<file path="src/rtl/mmio_uart_pkg.sv">
// Shared definitions for the memory-mapped UART transmitter: FSM state encoding,
// register offsets, status bit positions and a parity helper.
package mmio_uart_pkg;

    // Serial frame FSM states
    typedef enum logic [2:0] {
        StIdle,
        StStart,
        StData,
        StParity,
        StStop
    } uart_state_e;

    // Register byte offsets from BASE_ADDR
    localparam logic [31:0] DATA_OFS = 32'd0;
    localparam logic [31:0] STAT_OFS = 32'd4;

    // Status word bit positions
    localparam int unsigned STAT_BUSY = 0;
    localparam int unsigned STAT_FULL = 1;
    localparam int unsigned STAT_OVF  = 2;
    localparam int unsigned STAT_PAR  = 3;

    // Even parity: the bit that makes the total number of ones even
    function automatic logic even_parity(input logic [7:0] data);
        return ^data;
    endfunction

endpackage

</file>
<file path="src/rtl/sync_fifo.sv">
// Synchronous FIFO with synchronous active-high reset. Pointers wrap modulo
// DEPTH (power of two); count is one bit wider so that "full" is representable.
// The caller must not push when full without a same-cycle pop, nor pop when empty.
module sync_fifo #(
    parameter int unsigned WIDTH = 8,
    parameter int unsigned DEPTH = 4
) (
    input  logic                     clk,
    input  logic                     reset,
    input  logic                     push_i,
    input  logic [WIDTH-1:0]         wdata_i,
    input  logic                     pop_i,
    output logic [WIDTH-1:0]         rdata_o,
    output logic                     full_o,
    output logic                     empty_o,
    output logic [$clog2(DEPTH):0]   count_o
);

    localparam int unsigned PtrW   = $clog2(DEPTH);
    localparam int unsigned CountW = PtrW + 1;

    logic [WIDTH-1:0]  mem_q [DEPTH];
    logic [PtrW-1:0]   wr_ptr_q;
    logic [PtrW-1:0]   rd_ptr_q;
    logic [CountW-1:0] count_q;

    // Storage write; contents need no reset since count gates visibility
    always_ff @(posedge clk) begin
        if (push_i) begin
            mem_q[wr_ptr_q] <= wdata_i;
        end
    end

    // Pointer and occupancy bookkeeping
    always_ff @(posedge clk) begin
        if (reset) begin
            wr_ptr_q <= '0;
            rd_ptr_q <= '0;
            count_q  <= '0;
        end else begin
            if (push_i) begin
                wr_ptr_q <= wr_ptr_q + PtrW'(1);
            end
            if (pop_i) begin
                rd_ptr_q <= rd_ptr_q + PtrW'(1);
            end
            unique case ({push_i, pop_i})
                2'b10:   count_q <= count_q + CountW'(1);
                2'b01:   count_q <= count_q - CountW'(1);
                default: count_q <= count_q;
            endcase
        end
    end

    assign rdata_o = mem_q[rd_ptr_q];
    assign full_o  = (count_q == CountW'(DEPTH));
    assign empty_o = (count_q == '0);
    assign count_o = count_q;

endmodule

</file>
<file path="src/rtl/mmio_uart_tx.sv">
// Memory-mapped UART transmitter. Stores to BASE_ADDR queue a byte; a bit-serial
// FSM sends each byte as an 8N1 frame, LSB first. Status at BASE_ADDR+4 reports
// busy/full/overflow; a store there clears the sticky overflow flag.
// Optional build macro MMIO_UART_PARITY_EN adds an even-parity bit before STOP
// and sets status bit 3.
module mmio_uart_tx
    import mmio_uart_pkg::*;
#(
    parameter logic [31:0] BASE_ADDR    = 32'h0000_0100,
    parameter int unsigned CLKS_PER_BIT = 16,
    parameter int unsigned FIFO_DEPTH   = 4
) (
    input  logic        clk,
    input  logic        reset,
    input  logic        MemWrite,
    input  logic [31:0] Adr,
    input  logic [31:0] WriteData,
    output logic [31:0] ReadData,
    output logic        tx,
    output logic        busy
);

    localparam int unsigned CntW = $clog2(CLKS_PER_BIT);

`ifdef MMIO_UART_PARITY_EN
    localparam logic ParBuilt = 1'b1;
`else
    localparam logic ParBuilt = 1'b0;
`endif

    uart_state_e          state_q;
    logic [CntW-1:0]      cnt_q;
    logic [2:0]           bit_q;
    logic [7:0]           shift_q;
    logic                 par_q;
    logic                 tx_q;
    logic                 ovf_q;

    logic                 data_hit;
    logic                 stat_hit;
    logic                 stat_sel;
    logic                 bit_end;
    logic                 fifo_push;
    logic                 fifo_pop;
    logic                 fifo_full;
    logic                 fifo_empty;
    logic [7:0]           fifo_rdata;
    logic [$clog2(FIFO_DEPTH):0] unused_fifo_count;
    logic                 unused_wdata;

    // Only the low byte of a store is transmitted
    assign unused_wdata = ^WriteData[31:8];

    assign stat_sel = (Adr == BASE_ADDR + STAT_OFS);
    assign data_hit = MemWrite && (Adr == BASE_ADDR + DATA_OFS);
    assign stat_hit = MemWrite && stat_sel;
    assign bit_end  = (cnt_q == CntW'(CLKS_PER_BIT - 1));

    // Pop either from idle or on the last STOP cycle for gapless back-to-back frames
    assign fifo_pop  = !fifo_empty &&
                       ((state_q == StIdle) || ((state_q == StStop) && bit_end));
    // A full FIFO still accepts when the same edge frees a slot
    assign fifo_push = data_hit && (!fifo_full || fifo_pop);

    sync_fifo #(
        .WIDTH (8),
        .DEPTH (FIFO_DEPTH)
    ) u_fifo (
        .clk     (clk),
        .reset   (reset),
        .push_i  (fifo_push),
        .wdata_i (WriteData[7:0]),
        .pop_i   (fifo_pop),
        .rdata_o (fifo_rdata),
        .full_o  (fifo_full),
        .empty_o (fifo_empty),
        .count_o (unused_fifo_count)
    );

    // Sticky overflow: set by a dropped store, cleared by any status store
    always_ff @(posedge clk) begin
        if (reset) begin
            ovf_q <= 1'b0;
        end else if (stat_hit) begin
            ovf_q <= 1'b0;
        end else if (data_hit && !fifo_push) begin
            ovf_q <= 1'b1;
        end
    end

    // Frame FSM with baud counter, bit index, shift register and registered tx
    always_ff @(posedge clk) begin
        if (reset) begin
            state_q <= StIdle;
            cnt_q   <= '0;
            bit_q   <= '0;
            shift_q <= '0;
            par_q   <= 1'b0;
            tx_q    <= 1'b1;
        end else begin
            unique case (state_q)
                StIdle: begin
                    if (!fifo_empty) begin
                        state_q <= StStart;
                        shift_q <= fifo_rdata;
                        par_q   <= even_parity(fifo_rdata);
                        tx_q    <= 1'b0;
                        cnt_q   <= '0;
                        bit_q   <= '0;
                    end
                end
                StStart: begin
                    if (bit_end) begin
                        state_q <= StData;
                        tx_q    <= shift_q[0];
                        cnt_q   <= '0;
                    end else begin
                        cnt_q <= cnt_q + CntW'(1);
                    end
                end
                StData: begin
                    if (bit_end) begin
                        cnt_q <= '0;
                        if (bit_q == 3'd7) begin
                            bit_q <= '0;
`ifdef MMIO_UART_PARITY_EN
                            state_q <= StParity;
                            tx_q    <= par_q;
`else
                            state_q <= StStop;
                            tx_q    <= 1'b1;
`endif
                        end else begin
                            bit_q   <= bit_q + 3'd1;
                            shift_q <= shift_q >> 1;
                            tx_q    <= shift_q[1];
                        end
                    end else begin
                        cnt_q <= cnt_q + CntW'(1);
                    end
                end
                StParity: begin
                    if (bit_end) begin
                        state_q <= StStop;
                        tx_q    <= 1'b1;
                        cnt_q   <= '0;
                    end else begin
                        cnt_q <= cnt_q + CntW'(1);
                    end
                end
                StStop: begin
                    if (bit_end) begin
                        cnt_q <= '0;
                        bit_q <= '0;
                        if (!fifo_empty) begin
                            state_q <= StStart;
                            shift_q <= fifo_rdata;
                            par_q   <= even_parity(fifo_rdata);
                            tx_q    <= 1'b0;
                        end else begin
                            state_q <= StIdle;
                            tx_q    <= 1'b1;
                        end
                    end else begin
                        cnt_q <= cnt_q + CntW'(1);
                    end
                end
                default: begin
                    state_q <= StIdle;
                    cnt_q   <= '0;
                    tx_q    <= 1'b1;
                end
            endcase
        end
    end

    assign tx   = tx_q;
    assign busy = (state_q != StIdle) || !fifo_empty;

    // Status read decode; any other address reads zero
    always_comb begin
        ReadData = '0;
        if (stat_sel) begin
            ReadData[STAT_BUSY] = busy;
            ReadData[STAT_FULL] = fifo_full;
            ReadData[STAT_OVF]  = ovf_q;
            ReadData[STAT_PAR]  = ParBuilt;
        end
    end

endmodule

</file>
<file path="config.mk">
export PLATFORM = sky130hd
export DESIGN_NAME = mmio_uart_tx
export DESIGN_NICKNAME = d
export VERILOG_FILES = /design/src/rtl/mmio_uart_pkg.sv /design/src/rtl/sync_fifo.sv /design/src/rtl/mmio_uart_tx.sv
export SDC_FILE = /design/constraint.sdc
export NUM_CORES = 1
export LEC_CHECK = 0
export BUFFER_PORTS_ARGS = -buffer_cell sky130_fd_sc_hd__buf_2
export CAP_MARGIN = 20
export CORE_UTILIZATION = 54
export DETAILED_ROUTE_END_ITERATION = 8
export PLACE_DENSITY = 0.92
export REMOVE_ABC_BUFFERS = 1
export SYNTH_ARGS = -nofsm -noshare
export SYNTH_HDL_FRONTEND = slang
export SYNTH_HIERARCHICAL = 1
export SYNTH_SLANG_ARGS = --single-unit
export TNS_END_PERCENT = 30
</file>
<file path="constraint.sdc">
create_clock -name clk -period 7.83 [get_ports clk]
set_input_delay 0.3915 -clock clk [delete_from_list [all_inputs] [get_ports clk]]
set_output_delay 0.3915 -clock clk [all_outputs]
set_load 0.02 [all_outputs]
</file>
Word level (Yosys, flattened, before mapping)
Memory sizes are Yosys's and may differ from the RTL's. A register that Yosys moved wholly into a read port is not among the register bits.
Index checks and enable logic that the tools add are counted.

operators by class
  add/sub/neg operators = 6
  eq/ne operators = 18
  mux-type cells = 35
  reductions and logical operators = 23

operators with widths
  operator                                                          number
  32-bit by 9-bit == test with 1-bit output, second input constant  2
  3-bit 2-to-1 mux                                                  11
  8-bit 2-to-1 mux                                                  4
  8-bit one-hot mux with 3 select lines                             1
  3-bit one-hot mux with 5 select lines                             1
  2-bit inequality test, second input constant                      7
  1-bit 2-to-1 mux                                                  10
  3-bit == test, second input constant                              3
  3-bit one-hot mux with 3 select lines                             1
  4-bit 2-to-1 mux                                                  2
  4-bit one-hot mux with 2 select lines                             1
  4-bit AND reduction                                               2
  3-bit by 1-bit adder with 3-bit output, second input constant     2
  3-bit by 2-bit == test with 1-bit output, second input constant   2
  1-bit logical AND                                                 6
  3-bit logical NOT                                                 2
  3-bit one-hot mux with 2 select lines                             1
  6-bit AND reduction                                               1
  3-bit nonzero test                                                2
  1-bit one-hot mux with 5 select lines                             1
  5-bit AND reduction                                               1
  2-bit by 1-bit adder with 2-bit output, second input constant     2
  4-bit by 1-bit adder with 4-bit output, second input constant     1
  4-bit == test, second input constant                              1
  other kinds (10)                                                  15

storage, ports and cells
  flip-flop bits (word level) = 27
  RAM bits = 32
  output and inout bits = 34
  logic and storage cells = 92
  memories = 1

memory list
  name          words  bits a word  rd ports  clocked after memory_dff  wr ports  line             RTL
  u_fifo.mem_q  4      8            1         1                         1         sync_fifo.sv:22  logic [WIDTH-1:0] mem_q [DEPTH];

Depth between registers and ports, before layout
Gate-level depths: netlist (run 1).

  word-level depth = 8
  mapped depth = 12
  mapped depth without buffers = 12

Hierarchy
Netlist (run 1), hierarchy kept.

by module, submodules not included
  module        times used  cells each  area each (um^2)  seq. area each (um^2)
  sync_fifo     1           89          1,591.5           1,141.1
  mmio_uart_tx  1           172         1,511.4           400.4

Worst setup path before layout (run 1)
No wires, ideal clock.

  path type = reg2reg
  start = register u_fifo.count_q[1], in the netlist u_fifo/count_o[1]
  end = register u_fifo.count_q[2], in the netlist u_fifo/count_o[2]
  setup time = 0.070 ns
  arrival time = 2.615 ns
  slack = 5.145 ns
  stages on the path, launching flop included = 13
  buffers on the path = 0
  cell sequence = dfxtp_1 nor3_1 or4_4 o21a_4 nand2_1 and4b_1 inv_1 ha_1 inv_1 fa_1 xor2_1 or3_1 a21oi_1

between the ends
  word-level cells in the longest chain between the ends = 7
  elaborated cells between the ends (all ways) = 13

ends and longest elaborated chain
  element                                                                      line                RTL
  start, declared                                                              sync_fifo.sv:25     logic [CountW-1:0] count_q;
  start signal, assigned                                                       sync_fifo.sv:48     2'b10: count_q <= count_q + CountW'(1);
  start signal, assigned                                                       sync_fifo.sv:49     2'b01: count_q <= count_q - CountW'(1);
  start signal, assigned                                                       sync_fifo.sv:50     default: count_q <= count_q;
  3-bit logical NOT *                                                          sync_fifo.sv:57     assign empty_o = (count_q == '0);
  via fifo_empty                                                               mmio_uart_tx.sv:46  logic fifo_empty;
  1-bit logical NOT *                                                          mmio_uart_tx.sv:60  assign fifo_pop = !fifo_empty &&
  1-bit logical AND *                                                          mmio_uart_tx.sv:60
  1-bit logical OR *                                                           mmio_uart_tx.sv:63  assign fifo_push = data_hit && (!fifo_full || fifo_pop);
  1-bit logical AND *                                                          mmio_uart_tx.sv:63
  via fifo_push                                                                mmio_uart_tx.sv:43  logic fifo_push;
  2-bit by 1-bit == test with 1-bit output or 2-bit == test (tied branches)    sync_fifo.sv:47     unique case ({push_i, pop_i})
  3-bit one-hot mux with 2 select lines or 2-bit nonzero test (tied branches)  --

Mark *: on every way through the listed nets, which the timed path passes. The rest lies on a longest branch.
A chain may end at the register's enable or synchronous reset.

Worst setup path in the final report (run 1)
  start = register u_fifo.count_q[0], in the netlist u_fifo/count_o[0]
  end = register u_fifo.count_q[2], in the netlist u_fifo/count_o[2]

The elaborated chain is that of the path after synthesis.

==> metrics.txt, run 1 <==
placed insts 369; max incr delay on CP roughly 0.70 ns; most frequent cells in the layout 47 x buf_2, 32 x edfxtp_1, 29 x conb_1, 29 x dfxtp_1, 18 x nor2_1; Register-to-Register Setup Slack 4.64 ns; Pre-antenna DRT Iters 4; hold buffer count at cts 0; fin. max-slew vios 0; most frequent CP cell inv_1; Worst Setup End Kind register; n_diodes 0; CORE AREA 5510 µm²; vias in the first global route 2,111; P_leak 1.30 nW; RR Endpoint u_fifo/count_o[2]; HPWL after DPL 3.93 mm; Setup TNS Final 0 ns; hold_sp WriteData[7]; outcome completed; Psw 0.149 mW; M2 GR Usage 0.379; NumNets Final 384; CTS tree built; Pint 0.524 mW; asr flop ratio synth 0; worst setup path endpoint u_fifo/count_o[2]; Tcrit/Tclk final 0.408; area delta synth->final 12.1%; M3 GR Usage 0.0565; synth unique cells 57; Synth top area share 0.310; vias ~2,100; CTS max path bufs 2; reg2reg path depth 12; CP max FO 7; Rel. slew slack 0.432; synthesized area 3100 µm²; Cells after Synth 261; Required @ worst endpoint 8.09 ns; CTS clk-pin slew, worst paths 0.07 ns; met1 usage 0.230; Post-synth EDFFs 32; Synth Register Bits 61; Main synth FF type edfxtp_1; first-pass GRT wire length approximately 9.7 mm; Clock Power Share 0.460; CP Depth 12; non-filler cells, final 385; commonest non-fill, non-tap cell in the layout buf_2; DRC viols 0; post-cts gate resize count 0; Via density 5.48; die width 77.8 µm; combinational share of power 0.042; Clock Latency Late Sink 0.34 ns; post-synth top area cell edfxtp_1; synth top area cells edfxtp_1 31%, dfxtp_1 19%, buf_4 7.3%, mux4_2 5.8%, ha_1 3.2%; Avg Cell Area, Syn 11.9 µm²; Crit path arrival time 3.45 ns; WL/cell 14.8 µm; CP max stage cell nor3_1; initial antenna violation count 0; gr busiest metal met2; switch share 0.222; boundary pin count 101; chip height 77.8 µm; CP cell instances nor3_1, or4_4, o21a_4, nand2_1, and4b_1, inv_1, ha_1, inv_1, fa_1, xor2_1, or3_1, a21oi_1; HP Class input port to register; kind of critical path register to register; CTS Buf Count 9; post-route ant nets 0; post-layout util 0.632; Seq pwr share 0.499; Highest Clock Rate 0.313 GHz; Setup Fix Bufs, Post-CTS 0; Initial Util 0.564; root buf cell clkbuf_8; Tightest Pin Transition 0.845 ns; crit path launch u_fifo/count_o[0]; RSZ-0062 raised after global routing no; Hold Vio Cnt, Final 0; # rows 27; Setup-failing EPs final 0; number of port buffers between 40 and 50; gr ovfl total 0; die area 6050 µm²; Peak supply drop 0.149 mV; DRT iter0 DRCs 108; CP bufs+invs 2; CP Launch Type register; Final min period 3.19 ns; CTS Sinks between 60 and 70; Final GP Congestion 0.771; Post-Route Skew 0.0137 ns; Crit path max-delay family simple AND/OR/NAND/NOR gates; gr usage total 0.209; R2R Path Start u_fifo/count_o[0]; largest net degree at the start of global routing 30; pre-CTS setup slack ~4.7 ns; P per Cell Area 193 nW/µm²; final worst setup slack 4.64 ns; layout cells sized above 1 0.294; routed wire length 5.70 mm; part of the Yosys area used for sequential elements 0.497; maxcap violations 0; htree depth 3; Ys Warns 6
worst min path at each step:
| stage | endpoint | slack [ns] | depth (start not counted) |
|---|---|---|---|
| floorplan | shift_q[7] | 0.44 | 2 |
| global placement | shift_q[7] | 0.46 | 2 |
| detailed placement | shift_q[7] | 0.47 | 2 |
| CTS | u_fifo/mem_q[3][2] | 0.25 | 1 |
| global route | u_fifo/mem_q[1][4] | 0.25 | 1 |
| finish | u_fifo/mem_q[1][7] | 0.26 | 1 |
metrics by stage:
step / total power, mW / hold WS (ns) / area, µm²
2_1_floorplan: 0.356 / 0.437 / 2930
3_3_place_gp: 0.370 / 0.456 / 3260
3_5_place_dp: 0.370 / 0.470 / 3260
6_report: 0.673 / 0.264 / 3480
5_1_grt: 0.693 / 0.255 / 3480
4_1_cts: 0.680 / 0.245 / 3480
flip-flops by register name (all words and copies together), names as in the netlist, 2 cells and up, named ones only:
register,cells
bit_q,3
cnt_q,4
shift_q,8
state_q,3
u_fifo/count_o,3
u_fifo/mem_q,32
u_fifo/rd_ptr_q,2
u_fifo/wr_ptr_q,2
final cells by class:
class	instances	area, µm²
well taps	72	90.1
fillers	420	2030
multi-input cells	177	1340
clock inverters	7	97.6
flip-flops and latches	61	1540
repair buffers	48	243
clock buffers	9	124
inverters	11	46.3
power groups by stage:
stage / clock [mW] / combinational, mW / sequential, mW
floorplan: 0 / 0.0131 / 0.343
global placement: 0 / 0.0269 / 0.343
detailed placement: 0 / 0.0277 / 0.343
CTS: 0.316 / 0.0278 / 0.336
global route: 0.327 / 0.0307 / 0.335
finish: 0.309 / 0.0280 / 0.336
synth_stat cells, drive strengths merged, types with 7 or more instances:
cell type and count:
a21oi 8, nor3 13, edfxtp 32, a211oi 8
nor2 20, dfxtp 29, ha 8, mux4 8
inv 10, buf 35, nor4 7, mux2i 8
layer usage:
layer | share of wire | vias up
li1 | - | 1000
met2 | 0.54 | 69
met5 | 0 | -
met4 | 0.012 | 0
met1 | 0.40 | 1032
met3 | 0.044 | 10
worst reg2reg max path, stage by stage (launching register included):
cell	delay (ns)
dfxtp_1	0.34
nor3_1	0.70
or4_4	0.26
o21a_4	0.16
nand2_1	0.05
and4b_1	0.29
inv_1	0.10
ha_1	0.18
inv_1	0.06
fa_1	0.37
xor2_1	0.16
or3_1	0.30
a21oi_1	0.15
logic make-up after synthesis:
kind of cell	share of synthesized area
adders and majority gates	0.0387
DFF	0.497
muxes	0.0875
AOI/OAI and AO/OA	0.101
buffers and inverters	0.106
other	0.00121
and+or+nand+nor	0.149
xor gates and xnor gates	0.0198
Power figures use the tool's default switching activity.
==> run 2: changes to the inputs <==
Settings changed: ABC_AREA set to 1, CORE_UTILIZATION 54 to 51, PLACE_DENSITY 0.92 to 0.88.
Clock period 7.83 ns to 3 ns, I/O delays scaled along.
==> run 2 against run 1 <==
  * Global-route usage rose by 0.063 points
  * Critical path type unchanged
  * Combinational power grew to 31 times the previous value
  * Sequential cell count unchanged
  * Total power grew to 3.8 times the previous value
  * Hold slack worse by 0.25 ns
  * Sequential share of layout area shrank 1.7 points
  * Worst setup slack worse by 4.3 ns
  * Core utilization is 3.2 points lower
  * Die area is 11% higher
  * Critical path depth unchanged
  * Cell count increased by 39%
  * Area after synthesis grew 4.8%
  * Critical endpoint is now u_fifo/count_o[1]
  * Largest power group unchanged
==> metrics.txt, run 2 <==
Synth Register Bits 61 (unchanged); initial antenna violation count 0 (unchanged); Crit path max-delay family adder cells (was simple AND/OR/NAND/NOR gates); final worst setup slack 0.336 ns (was 4.64 ns); Tcrit/Tclk final 0.888 (was 0.408); DRC viols 0 (unchanged); post-synth top area cell edfxtp_1 (unchanged); hold_sp WriteData[5] (was WriteData[7]); synth top area cells edfxtp_1 30%, dfxtp_1 18%, nor2_1 9.2%, nand2_1 8.7%, buf_4 6.7% (was edfxtp_1 31%, dfxtp_1 19%, buf_4 7.3%, mux4_2 5.8%, ha_1 3.2%); synthesized area 3250 µm² (was 3100 µm²); # rows 28 (was 27); final instance area 3620 µm² (was 3480 µm²); Clock Latency Late Sink 0.34 ns (about the same); CP cell instances ha_1, nand3_2, nand2_1, nand2_1, inv_1, nor2_1, nor2_2, inv_1, ha_1, inv_1, fa_1, a21oi_1 (was nor3_1, or4_4, o21a_4, nand2_1, and4b_1, inv_1, ha_1, inv_1, fa_1, xor2_1, or3_1, a21oi_1); part of the Yosys area used for sequential elements 0.474 (was 0.497); HPWL after DPL 4.46 mm (was 3.93 mm); root buf cell clkbuf_8 (unchanged); most frequent cells in the layout 79 x nor2_1, 75 x nand2_1, 50 x inv_1 (was 47 x buf_2, 32 x edfxtp_1, 29 x conb_1, 29 x dfxtp_1, 18 x nor2_1); fin. max-slew vios 0 (unchanged); post-route ant nets 0 (unchanged); WL/cell 11.4 µm (was 14.8 µm); commonest non-fill, non-tap cell in the layout nor2_1 (was buf_2); synth unique cells 32 (was 57); NumNets Final 532 (was 384); registers with the most flip-flops u_fifo/mem_q (32), shift_q (8), cnt_q (4) (unchanged); Post-synth top cells 80 x nor2_1, 75 x nand2_1, 50 x inv_1, 32 x edfxtp_1 (was 32 x edfxtp_1, 30 x buf_4, 29 x dfxtp_1, 18 x nor2_1, 13 x nor3_1); n_diodes 0 (unchanged); Synth top area share 0.295 (was 0.310); R2R Path Start cnt_q[0] (was u_fifo/count_o[0]); max FFs per register 32 (unchanged); RSZ-0062 raised after global routing no (unchanged); Peak supply drop 0.470 mV (was 0.149 mV); CTS max path bufs 2 (unchanged); hold path endpoint u_fifo/mem_q[0][5] (was u_fifo/mem_q[1][7]); HP Class input port to register (unchanged); non-filler cells, final 536 (was 385); max incr delay on CP 0.41 ns (was 0.70 ns); layout cells sized above 1 0.184 (was 0.294); fillers 521 (was 420); Via density 4.87 (was 5.48); Hold Vio Cnt, Final 0 (unchanged); Main synth FF type edfxtp_1 (unchanged); most frequent cell after synthesis nor2_1 (was edfxtp_1); Register-to-Register Setup Slack 0.34 ns (was 4.64 ns); post-layout util 0.600 (was 0.632); Crit path arrival time 2.94 ns (was 3.45 ns); P_leak 1.70 nW (was 1.30 nW); Area after DPL 3430 µm² (was 3260 µm²); CORE AREA 6030 µm² (was 5510 µm²); Worst Setup End Kind register (unchanged); Setup-failing EPs final 0 (unchanged); CP max FO 8 (was 7); CTS Sinks 61 (unchanged); Highest Clock Rate 0.375 GHz (was 0.313 GHz); DRT iter0 DRCs 154 (was 108); vias in the first global route 2,430 (was 2,111); placed insts 520 (was 369); CTS tree built (unchanged); die width 81.9 µm (was 77.8 µm); Setup Fix Bufs, Post-CTS 0 (unchanged); boundary pin count 101 (unchanged); CTS clk-pin slew, worst paths 0.08 ns (was 0.07 ns); RR Endpoint u_fifo/count_o[1] (was u_fifo/count_o[2]); Post-Route Skew 0.00738 ns (was 0.0137 ns); P per Cell Area 712 nW/µm² (was 193 nW/µm²); Required @ worst endpoint 3.27 ns (was 8.09 ns); maxcap violations 0 (unchanged); Cells after Synth 403 (was 261); htree depth 3 (unchanged); number of port buffers 47 (unchanged); routed wire length 6.09 mm (was 5.70 mm); gr ovfl total 0 (unchanged); vias 2,609 (was 2,111); CTS Buf Count 9 (unchanged); Final GP Congestion 0.841 (was 0.771); Setup TNS Final 0 ns (unchanged); die area 6700 µm² (was 6050 µm²); Pre-antenna DRT Iters 4 (unchanged); Top reg by flops u_fifo/mem_q (unchanged); CP bufs+invs 3 (was 2); largest net degree at the start of global routing 19 (was 30); Post-synth EDFFs 32 (unchanged); outcome completed (unchanged); Avg Cell Area, Syn 8.07 µm² (was 11.9 µm²); reg2reg path depth 12 (unchanged); CP Launch Type register (unchanged); worst hold path stage count 1 (unchanged); asr flop ratio synth 0 (unchanged); chip height 81.9 µm (was 77.8 µm); Ys Warns 6 (unchanged); Final min period 2.66 ns (was 3.19 ns); Initial Util 0.540 (was 0.564); most frequent CP cell inv_1 (unchanged); Tightest Pin Transition 0.556 ns (was 0.845 ns); gr usage total 0.210 (was 0.209); pre-CTS setup slack 0.314 ns (was 4.70 ns); area delta synth->final 11.2% (was 12.1%); first-pass GRT wire length 10.4 mm (was 9.68 mm); CP max stage cell dfxtp_1 (was nor3_1); Rel. slew slack 0.629 (was 0.432); kind of critical path register to register (unchanged)
## run 2: logic make-up (layout without fill, tap and decap cells)
| family | after synthesis | count (layout) | share of synthesized area |
|---|---|---|---|
| AO/OA/AOI/OAI | 59 | 59 | 0.102 |
| adder cells (fa/ha/maj) | 9 | 9 | 0.0369 |
| buffers and inverters | 89 | 119 | 0.145 |
| flip-flops | 61 | 61 | 0.474 |
| other | 1 | 29 | 0.00115 |
| AND/OR/NAND/NOR | 184 | 184 | 0.241 |
## run 2: layout make-up
cell class / count / area, µm² / share of cell area
Sequential cell: 61 / 1540 / 0.426
Multi-Input combinational cell: 281 / 1350 / 0.373
Timing Repair Buffer: 48 / 243 / 0.0671
Inverter: 55 / 209 / 0.0578
Clock buffer: 9 / 124 / 0.0343
Tap cell: 75 / 93.8 / 0.0260
Clock inverter: 7 / 57.6 / 0.0159
## run 2: worst max path at each step
stage / startpoint / to / slack (ns) / cells after the start
after global routing: cnt_q[1] / u_fifo/count_o[2] / 0.09 / 17
after detailed placement: cnt_q[0] / u_fifo/count_o[1] / 0.31 / 12
after global placement: cnt_q[0] / u_fifo/count_o[1] / 0.43 / 12
final: cnt_q[0] / u_fifo/count_o[1] / 0.34 / 12
after CTS: cnt_q[0] / u_fifo/count_o[1] / 0.24 / 12
after floorplan: cnt_q[0] / u_fifo/count_o[1] / 0.66 / 12
## run 2: layer usage
metal | GRT usage | routed length (µm)
met1 | 0.225 | 2450
met2 | 0.368 | 3220
met3 | 0.0744 | 325
met4 | 0.0947 | 99
met5 | 0 | 0
## run 2: through the flow
step	hold slack, ns	total power, mW
5_1_grt	0.00297	2.78
3_5_place_dp	0.373	1.93
2_1_floorplan	0.219	1.72
6_report	0.0175	2.58
4_1_cts	0.00581	2.59
3_3_place_gp	0.361	1.88
## run 2: where the power goes
group,leakage (nW),internal [mW],switching [mW],total [mW]
Sequential,0.525,0.963,0.0743,1.04
Clock,0.0829,0.309,0.352,0.661
Combinational,1.10,0.297,0.580,0.877
## run 2: repair_timing
| action | 4_1_cts | 5_1_grt |
|---|---|---|
| gates resized for setup | 0 | 1 |
| hold buffers | 0 | 0 |
| endpoints found under the setup margin | 0 | 1 |
==> run 3: changes to the inputs <==
Settings changed: ABC_AREA 1 to unset, CELL_PAD_IN_SITES_DETAIL_PLACEMENT set to 1, CELL_PAD_IN_SITES_GLOBAL_PLACEMENT set to 1, CORE_UTILIZATION 51 to 39, PLACE_DENSITY 0.88 to 0.87.
==> run 3 against run 2 <==
  * The flow now finishes with violations (DRC)
  * Die area rose by 24%
  * Total power fell by 32%
  * Via count decreased by 17%
  * Cell count shrank 22%
  * Combinational power is 92% lower
  * Hold slack improved by 0.0041 ns
  * Core utilization down 14 points
  * First-iteration DRC count decreased by 59%
  * Count of clock-buffer cells in the layout increased by 1
  * Critical path depth did not move
  * Critical path type unchanged
==> metrics.txt, run 3 (synthesis gave the netlist of run 1 again) <==
vias 2,155 (was 2,609); htree depth 3 (unchanged); max FFs per register 32 (unchanged); outcome finished with violations (was completed); CORE AREA 7730 µm² (was 6030 µm²); Final min period 2.71 ns (was 2.66 ns); DR WL met3 235 µm (was 325 µm); Via density 5.13 (was 4.87); initial antenna violation count 0 (unchanged); CTS clk-pin slew, worst paths 0.07 ns (was 0.08 ns); area delta synth->final 14.3% (was 11.2%); HPWL after DPL 4.64 mm (was 4.46 mm); Crit path arrival time 2.98 ns (was 2.94 ns); Setup TNS Final 0 ns (unchanged); DRC viols 1 (was 0); Pre-antenna DRT Iters 6 (was 4); most frequent cells in the layout 47 x buf_2, 32 x edfxtp_1, 29 x conb_1, 29 x dfxtp_1, 18 x nor2_1 (was 79 x nor2_1, 75 x nand2_1, 50 x inv_1); vias in the first global route 2,280 (was 2,430); Highest Clock Rate 0.368 GHz (was 0.375 GHz); M1 WL 2.64 mm (was 2.45 mm); CTS max path bufs 2 (unchanged); post-route ant nets 0 (unchanged); root buf cell clkbuf_8 (unchanged); Area after DPL 3330 µm² (was 3430 µm²); fillers 859 (was 521); failing checks DRC; Initial Util 0.402 (was 0.540); power after layout 1.75 mW (was 2.58 mW); Seq pwr share 0.501 (was 0.403); Max Used Layer met4 (unchanged); RSZ-0062 raised after global routing no (unchanged); Setup-failing EPs final 0 (unchanged); registers with the most flip-flops u_fifo/mem_q (32), shift_q (8), cnt_q (4) (unchanged); Peak supply drop 0.342 mV (was 0.470 mV); # rows 32 (was 28); gr usage total 0.169 (was 0.210); P per Cell Area 493 nW/µm² (was 712 nW/µm²); Rel. slew slack 0.577 (was 0.629); HP Class input port to register (unchanged); Post-Route Skew 0.00710 ns (was 0.00738 ns); DRT iter0 DRCs 63 (was 154); met2 WL 3.50 mm (was 3.22 mm); switch share 0.219 (was 0.391); Final GP Congestion 0.752 (was 0.841); NumNets Final 389 (was 532); WL/cell 15.4 µm (was 11.4 µm); Pint 1.36 mW (was 1.57 mW); largest net degree at the start of global routing 30 (was 19); Setup Fix Bufs, Post-CTS 0 (unchanged); Hold Vio Cnt, Final 0 (unchanged); combinational share of power 0.042 (was 0.341); layout cells sized above 1 0.302 (was 0.184); maxcap violations 0 (unchanged); final instance area 3550 µm² (was 3620 µm²); CTS Buf Count 9 (unchanged); n_diodes 0 (unchanged); gr ovfl total 0 (unchanged); Worst Setup End Kind register (unchanged); worst hold path stage count 1 (unchanged); fin. max-slew vios 0 (unchanged); Clock Power Share 0.457 (was 0.257); reg2reg path depth 12 (unchanged); Tightest Pin Transition 0.634 ns (was 0.556 ns); CP max FO 5 (was 8); P_leak 1.33 nW (was 1.70 nW); CTS tree built (unchanged); post-cts gate resize count 0 (unchanged); chip height 91.2 µm (was 81.9 µm); number of port buffers 47 (unchanged); Psw 0.384 mW (was 1.01 mW); Clock Latency Late Sink 0.34 ns (about the same); kind of critical path register to register (unchanged); commonest non-fill, non-tap cell in the layout buf_2 (was nor2_1); die width 91.2 µm (was 81.9 µm); CTS Sinks 61 (unchanged); Tcrit/Tclk final 0.905 (was 0.888); hold buffer count at cts 0 (unchanged); Top reg by flops u_fifo/mem_q (unchanged); CP Launch Type register (unchanged); boundary pin count 101 (unchanged); Required @ worst endpoint 3.26 ns (was 3.27 ns); routed wire length 6.47 mm (was 6.09 mm); die area 8320 µm² (was 6700 µm²); first-pass GRT wire length 10.9 mm (was 10.4 mm)
## run 3: cell type report
cell class / instances / area, µm² / area share
Clock buffer: 10 / 128 / 0.0360
Clock inverter: 6 / 86.3 / 0.0243
Inverter: 11 / 46.3 / 0.0131
Multi-Input combinational cell: 177 / 1340 / 0.377
Sequential cell: 61 / 1540 / 0.435
Tap cell: 102 / 128 / 0.0360
Timing Repair Buffer: 53 / 280 / 0.0790
## run 3: path summary, 6_finish.rpt
path | startpoint | endpoint | slack [ns]
setup reg to reg | u_fifo/count_o[1] | u_fifo/count_o[2] | 0.29
setup / recovery | u_fifo/count_o[1] | u_fifo/count_o[2] | 0.29
hold / removal | WriteData[3] | u_fifo/mem_q[0][3] | 0.02
hold reg to reg | bit_q[2] | bit_q[2] | 0.48
## run 3: per-layer routing
layer  vias up  global-route usage
met5         -                   0
met4         0              0.0595
met3        10              0.0452
met2        58               0.314
met1      1070               0.184
li1       1017                   -
## run 3: worst max-delay path, cell delays in order (launching register included)
cell and delay (ns):
dfxtp_1 0.33, nor3_1 0.36, or3_1 0.20, o21a_4 0.17, nand2_1 0.06, and4b_1 0.23
inv_1 0.06, ha_1 0.17, inv_1 0.06, fa_1 0.37, xor2_1 0.16, or3_1 0.31
a21oi_1 0.14
## run 3: stage by stage
stage / hold slack [ns] / cells / utilization / worst slack (ns)
detailed placement: 0.367 / 404 / 0.431 / 0.292
finish: 0.0216 / 420 / 0.459 / 0.286
CTS: 0.00166 / 420 / 0.459 / 0.268
global route: 0.00712 / 420 / 0.459 / 0.0668
floorplan: 0.215 / 249 / - / 0.315
global placement: 0.359 / 404 / 0.431 / 0.415
## run 3: power by group through the flow
stage	Clock, mW	Combinational, mW	Sequential [mW]
2_1_floorplan	0	0.0342	0.895
3_3_place_gp	0	0.0704	0.895
3_5_place_dp	0	0.0731	0.895
4_1_cts	0.820	0.0731	0.876
5_1_grt	0.855	0.0803	0.875
6_report	0.799	0.0734	0.876
